[src/rtl/enclave_copy_engine.sv]
// Responder side of the start-copy/done-copy handshake: copies len_words words
// from src_base to dst_base one word at a time over req/ack read and write ports.
module enclave_copy_engine #(
  parameter int ADDR_WIDTH = 32,
  parameter int DATA_WIDTH = 32,
  parameter int LEN_WIDTH  = 16
) (
  input  logic                  aclk,
  input  logic                  reset,
  input  logic                  str_cpy,
  input  logic [ADDR_WIDTH-1:0] src_base,
  input  logic [ADDR_WIDTH-1:0] dst_base,
  input  logic [LEN_WIDTH-1:0]  len_words,
  output logic                  done_cpy,
  output logic                  busy,
  output logic [LEN_WIDTH-1:0]  words_done,
  output logic                  rd_req,
  output logic [ADDR_WIDTH-1:0] rd_addr,
  input  logic                  rd_valid,
  input  logic [DATA_WIDTH-1:0] rd_data,
  output logic                  wr_req,
  output logic [ADDR_WIDTH-1:0] wr_addr,
  output logic [DATA_WIDTH-1:0] wr_data,
  input  logic                  wr_ack,
  output logic [2:0]            dbg_state
);

  // Handshake: a request (rd_req/wr_req) stays high with its address/data held
  // stable until the matching rd_valid/wr_ack is sampled high on a rising edge;
  // the acknowledge completes the transfer on that edge unless str_cpy is low.
  typedef enum logic [2:0] {
    S_IDLE     = 3'd0,
    S_READ     = 3'd1,
    S_WRITE    = 3'd2,
    S_DONE     = 3'd3,
    S_WAIT_REL = 3'd4
  } state_t;

  localparam logic [ADDR_WIDTH-1:0] STRIDE = ADDR_WIDTH'(DATA_WIDTH / 8);

  state_t                state_q, state_d;
  logic [ADDR_WIDTH-1:0] src_q, src_d;
  logic [ADDR_WIDTH-1:0] dst_q, dst_d;
  logic [LEN_WIDTH-1:0]  rem_q, rem_d;
  logic [LEN_WIDTH-1:0]  cnt_q, cnt_d;
  logic [DATA_WIDTH-1:0] buf_q, buf_d;

  always_ff @(posedge aclk) begin
    if (reset) begin
      state_q <= S_IDLE;
      src_q   <= '0;
      dst_q   <= '0;
      rem_q   <= '0;
      cnt_q   <= '0;
      buf_q   <= '0;
    end else begin
      state_q <= state_d;
      src_q   <= src_d;
      dst_q   <= dst_d;
      rem_q   <= rem_d;
      cnt_q   <= cnt_d;
      buf_q   <= buf_d;
    end
  end

  always_comb begin
    state_d = state_q;
    src_d   = src_q;
    dst_d   = dst_q;
    rem_d   = rem_q;
    cnt_d   = cnt_q;
    buf_d   = buf_q;
    unique case (state_q)
      S_IDLE: begin
        if (str_cpy) begin
          src_d   = src_base;
          dst_d   = dst_base;
          rem_d   = len_words;
          cnt_d   = '0;
          state_d = (len_words == '0) ? S_DONE : S_READ;
        end
      end
      // An abort wins over an acknowledge arriving in the same cycle.
      S_READ: begin
        if (!str_cpy) begin
          state_d = S_IDLE;
        end else if (rd_valid) begin
          buf_d   = rd_data;
          src_d   = src_q + STRIDE;
          state_d = S_WRITE;
        end
      end
      S_WRITE: begin
        if (!str_cpy) begin
          state_d = S_IDLE;
        end else if (wr_ack) begin
          dst_d   = dst_q + STRIDE;
          cnt_d   = cnt_q + LEN_WIDTH'(1);
          rem_d   = rem_q - LEN_WIDTH'(1);
          state_d = (rem_q == LEN_WIDTH'(1)) ? S_DONE : S_READ;
        end
      end
      S_DONE:     state_d = S_WAIT_REL;
      S_WAIT_REL: if (!str_cpy) state_d = S_IDLE;
      default:    state_d = S_IDLE;
    endcase
  end

  // Pointers and buffer are registers, so the port values hold while waiting.
  assign rd_addr    = src_q;
  assign wr_addr    = dst_q;
  assign wr_data    = buf_q;
  assign words_done = cnt_q;
  assign rd_req     = (state_q == S_READ);
  assign wr_req     = (state_q == S_WRITE);
  assign done_cpy   = (state_q == S_DONE);
  assign busy       = (state_q != S_IDLE);
  assign dbg_state  = state_q;

endmodule

[config.mk]
export PLATFORM = sky130hd
export DESIGN_NAME = enclave_copy_engine
export DESIGN_NICKNAME = d
export VERILOG_FILES = /design/src/rtl/enclave_copy_engine.sv
export SDC_FILE = /design/constraint.sdc
export NUM_CORES = 1
export LEC_CHECK = 0
export BUFFER_PORTS_ARGS = -buffer_cell sky130_fd_sc_hd__buf_2
export CAP_MARGIN = 30
export CORE_UTILIZATION = 50
export DETAILED_ROUTE_END_ITERATION = 10
export PLACE_DENSITY = 0.83
export REMOVE_ABC_BUFFERS = 1
export SLEW_MARGIN = 20
export SYNTH_ARGS = -nofsm -noshare
export SYNTH_HDL_FRONTEND = slang
export SYNTH_SLANG_ARGS = --single-unit
[constraint.sdc]
create_clock -name aclk -period 2.9 [get_ports aclk]
set_clock_uncertainty 0.15 [all_clocks]
set_input_delay 0.29 -clock aclk [delete_from_list [all_inputs] [get_ports aclk]]
set_output_delay 0.29 -clock aclk [all_outputs]
set_load 0.005 [all_outputs]
Yosys cells after proc, flatten, opt, wreduce, memory -nomap -nowiden
Cells that the tools add are included. W data, S select, Z words.

Register bits after elaboration: 131. Output and inout bits: 119. Word-level logic and storage cells: 57.

Add/subtract/negate cells: 4. Equality and inequality tests: 13. Mux-type cells: 25. Reductions and logical operators: 9.

Operator list (count): $mux W32 (6); $pmux W32 S2 (2); $mux W16 (6); $add A32 B3 Y32 const B (2); $pmux W16 S2 (2); $mux W3 (6); $add A16 B1 Y16 const B (1); $eq A16 B1 Y1 const B (1); $logic_not A16 Y1 (1); $sub A16 B1 Y16 const B (1); $pmux W3 S5 (1); $reduce_and A4 Y1 (3); $ne A2 B2 Y1 const B (4); $eq A3 B2 Y1 const B (2); $ne A3 B2 Y1 const B (2); $mux W2 (2); $ne A2 B1 Y1 const B (2); $reduce_bool A2 Y1 (2); $eq A3 B1 Y1 const B (1); $eq A3 B3 Y1 const B (1); $logic_not A3 Y1 (1); $reduce_and A3 Y1 (1); $reduce_bool A3 Y1 (1).

Longest topological paths before layout
Depth in word-level cells: 5. Mapped depth: 9. Mapped depth without buffers: 6.

Worst setup path before layout
Ideal clock, no wire load.

Kind: flip-flop to flip-flop. Start point: reg state_q[0] (netlist: dbg_state[0]). End point: reg rem_q[15]. Arrival: 1.848 ns. Required time: 2.655 ns. Path slack: 0.807 ns. Stages on the path, launching flop included: 8. Cells stage by stage: dfxtp_1 > buf_6 > or3b_1 > buf_6 > or4_1 > o21ai_1 > o41ai_1 > a221oi_1.

Cells in the longest elaborated chain, start to end: 3. Elaborated cells on any way between the ends: 8. Those cells by class: 4 x eq/ne; 1 x mux; 3 x reduce/logical.

RTL lines: start: declaration (line 41) `state_t state_q, state_d;`; start signal: assignment (line 57) `state_q <= state_d;`; $eq A3 B2 Y1 / $logic_not A3 Y1 (equally long branches) (line 73) `unique case (state_q)`; $ne A2 B1 Y1 (no source line), or another cell as far along; $reduce_and A4 Y1 (no source line); end signal: assignment (line 60) `rem_q <= rem_d;`; end: declaration (line 44) `logic [LEN_WIDTH-1:0] rem_q, rem_d;`.

Several ways; a longest one is shown, not always the timed one. A chain may end at the register's enable or synchronous reset.

Worst setup path in the final report
Start point: reg state_q[1] (netlist: dbg_state[1]). End point: out wr_req.

Cells in the longest elaborated chain, start to end: 1.

RTL lines: $eq A3 B2 Y1 (line 115) `assign wr_req = (state_q == S_WRITE);`; end: declaration (line 21) `output logic wr_req,`.

No other way between the ends.

==> flow_summary.yaml <==
clocking:
  numCtsBuffers: 17
  cts-root-buf: "clkbuf_16"
  cts_tree: "built"
  worstSkewPairLatency_ns: 0.42
  path_clk_slew_ns: 0.06
  cts_buffer_depth: 2
  cts.sinks: 131
  cts_setup_buffers: 0
  h-tree-depth: 4
critical_path:
  endpoint_kind: "primary output"
  path_buf_inv: 3
  worstPathArrival_ns: 2.31
  critPathLaunchType: "flop"
  crit_required_ns: 2.46
  slowest_stage: "or3b_2"
  reg2reg_slack_ns: 0.30
  r2r-start: "dbg_state[1]"
  r2r_end: "wr_addr[18]"
  path_class: "flop to primary output"
  critPathMaxFanout: 41
  worstPathCellList: "or3b_2, inv_1, buf_4, buf_2"
  crit_family: "buffers and inverters"
  worst-path-stages: 4
  reg2reg_depth: 6
  cp-startpoint: "dbg_state[1]"
  crit_path_max_incr_delay_ns: 0.66
  timing.critical_path.to: "wr_req"
placed_design:
  hpwl_um: 15110
  routabilityCongestion: 0.9838
  portBuffers: 235
logic_synthesis:
  ys.warnings.count: 0
  syn_avg_cell_area_um2: 7.467
  synthTopCellsByCount: "nand2_1, dfxtp_1, a21oi_1"
  synth_edf_count: 0
  yosys.area.top_type: "dfxtp_1"
  yosysMostFrequentCell: "nand2_1"
  synth_area_um2: 6959
  yosys_register_bits: 131
  synth_top_area_share_pct: 37.68
  ys_types: 66
  synth.yosys.seq_area_share_pct: 37.68
  syn_inst: 932
  synthArstFlopShare_pct: 0
  synth_area_leaders: "dfxtp_1, nand2_1, a21oi_1"
  ys.flop_type: "dfxtp_1"
detailed_routing:
  num_vias: 8256
  drt_pass1_iterations: 5
  vias_per_cell: 6.004
  ant_nets: 0
  wl_met2_um: 10630
  top_layer: "met4"
  drc_errors: 0
  wl_per_cell_um: 16.66
  wl_met1_um: 9140
  wl_met3_um: 2171
  routed_wl_um: 22900
  drt_iter0_drc: 861
sta:
  final-hold-violation-count: 0
  timing.hold.ws_ns: 0.01658
  rsz0062_at_grt: "false"
  fin_crit_ns: 2.750
  setup_viol: 0
  slew_viol_final: 0
  max_freq_ghz: 0.3637
  slew-limit-headroom_pct: 56.37
  worst_slew_pin_slew_ns: 0.6544
  period_share_pct: 94.82
floorplanning:
  start_util_pct: 51.93
  floorplan.die_area_um2: 14390
  fp-row-count: 42
  io_pins: 236
  die_w_um: 120.0
  die_h_um: 120.0
  core_area_um2: 13400
grt:
  grt_pass1_wl_um: 36330
  grt_usage_pct: 31.40
  overflow: 0
  grt_max_degree: 46
  grt_pass1_vias: 7325
  antenna_found_initial: 2
pwr:
  power.density_nw_per_um2: 534.9
  p_leak_nw: 3.959
  vdd_ir_drop_max_mv: 0.4070
final_layout:
  area_growth_pct: 33.87
  drive_above_1_share_pct: 25.48
  postLayoutCoreUtil_pct: 69.52
  final_nets: 1306
status:
  status: "completed"
run:
  maxCapViolations: 0
worst_hold_path:
  min_from: "dst_base[27]"
  worstHoldPathType: "primary input to flop"
## per-layer routing
| layer | vias to the layer above | track usage, % |
|---|---|---|
| met5 | - | 0 |
| met4 | 0 | 14.37 |
| met3 | 84 | 8.888 |
| met2 | 475 | 49.64 |
| met1 | 3770 | 39.43 |
| li1 | 3927 | - |
## state kept, by name (all words and copies together) (netlist names)
name and flops:
wr_data 32, rem_q 16, dbg_state 3, rd_addr 32, words_done 16, wr_addr 32
## report_power, final
group / internal, mW / total, mW / switching (mW)
clock network: 1.43 / 2.25 / 0.822
logic: 0.329 / 0.714 / 0.385
registers: 1.90 / 2.02 / 0.121
total: 3.66 / 4.98 / 1.33
## stage by stage
stage               power [mW]  area, um^2  instances  worst slack (ns)  TNS (ns)
floorplan                2.366        6658        861           -0.5365    -11.48
global placement         2.684        8265       1298            0.4712         0
detailed placement       2.699        8265       1298            0.3793         0
CTS                      4.978        9301       1372            0.1542         0
global route             5.174        9316       1375           0.03979         0
finish                   4.984        9316       1375            0.1502         0
## worst register-to-register path, cell delays in order, from the launching register on
cell and delay (ns):
dfxtp_1 0.51, or3b_2 0.66, inv_1 0.13, nand3_1 0.21
nor4_1 0.57, nand3b_1 0.13, a21oi_1 0.17
## timing repair
action	4_1_cts	5_1_grt
hold endpoints to repair	42	1
resized for setup	0	0
hold buffers	42	1
## kinds of logic (layout without fill, tap and decap cells)
family	Yosys count	count (layout)	share of synthesized area, %
simple gates	440	440	31.57
compound gates	260	260	23.25
flops	131	131	37.68
buf+inv	84	349	5.034
xor+xnor	9	9	1.133
fa+ha+maj	5	5	0.8990
mux	3	3	0.4315
other cells	0	2	0
## final cells by class
cell class              instances  area (um^2)
fillers                      1115         4084
multi-input cells             717         4000
flip-flops and latches        131         2623
repair buffers                304         1804
clock buffers                  17        425.4
well taps                     176        220.2
clock inverters                15        190.2
inverters                      13        48.80
diodes                          2        5.005
## worst min-delay path by stage
stage,endpoint,slack (ns),cells after the start
after CTS,wr_addr[16],0.002,3
after global routing,rem_q[13],0.003,3
after floorplan,dbg_state[0],0.21,1
final,wr_addr[27],0.02,3
after detailed placement,wr_data[2],0.29,2
after global placement,rd_addr[0],0.29,2
## layout by cell type (no fill, tap or decap), types with 12 or more instances in the layout
cell / Yosys / layout
a21oi_1: 102 / 102
a31oi_1: 25 / 25
and2_1: 16 / 16
and3_1: 23 / 23
buf_2: 13 / 234
buf_4: 1 / 27
clkbuf_16: 0 / 17
dfxtp_1: 131 / 131
dlygate4sd3_1: 0 / 43
inv_1: 12 / 12
nand2_1: 145 / 145
nand3_1: 37 / 37
nand4_1: 28 / 28
nor2_1: 84 / 84
nor3_1: 27 / 26
nor4_1: 17 / 17
o21ai_0: 44 / 44
(Power assumes the default switching activity.)
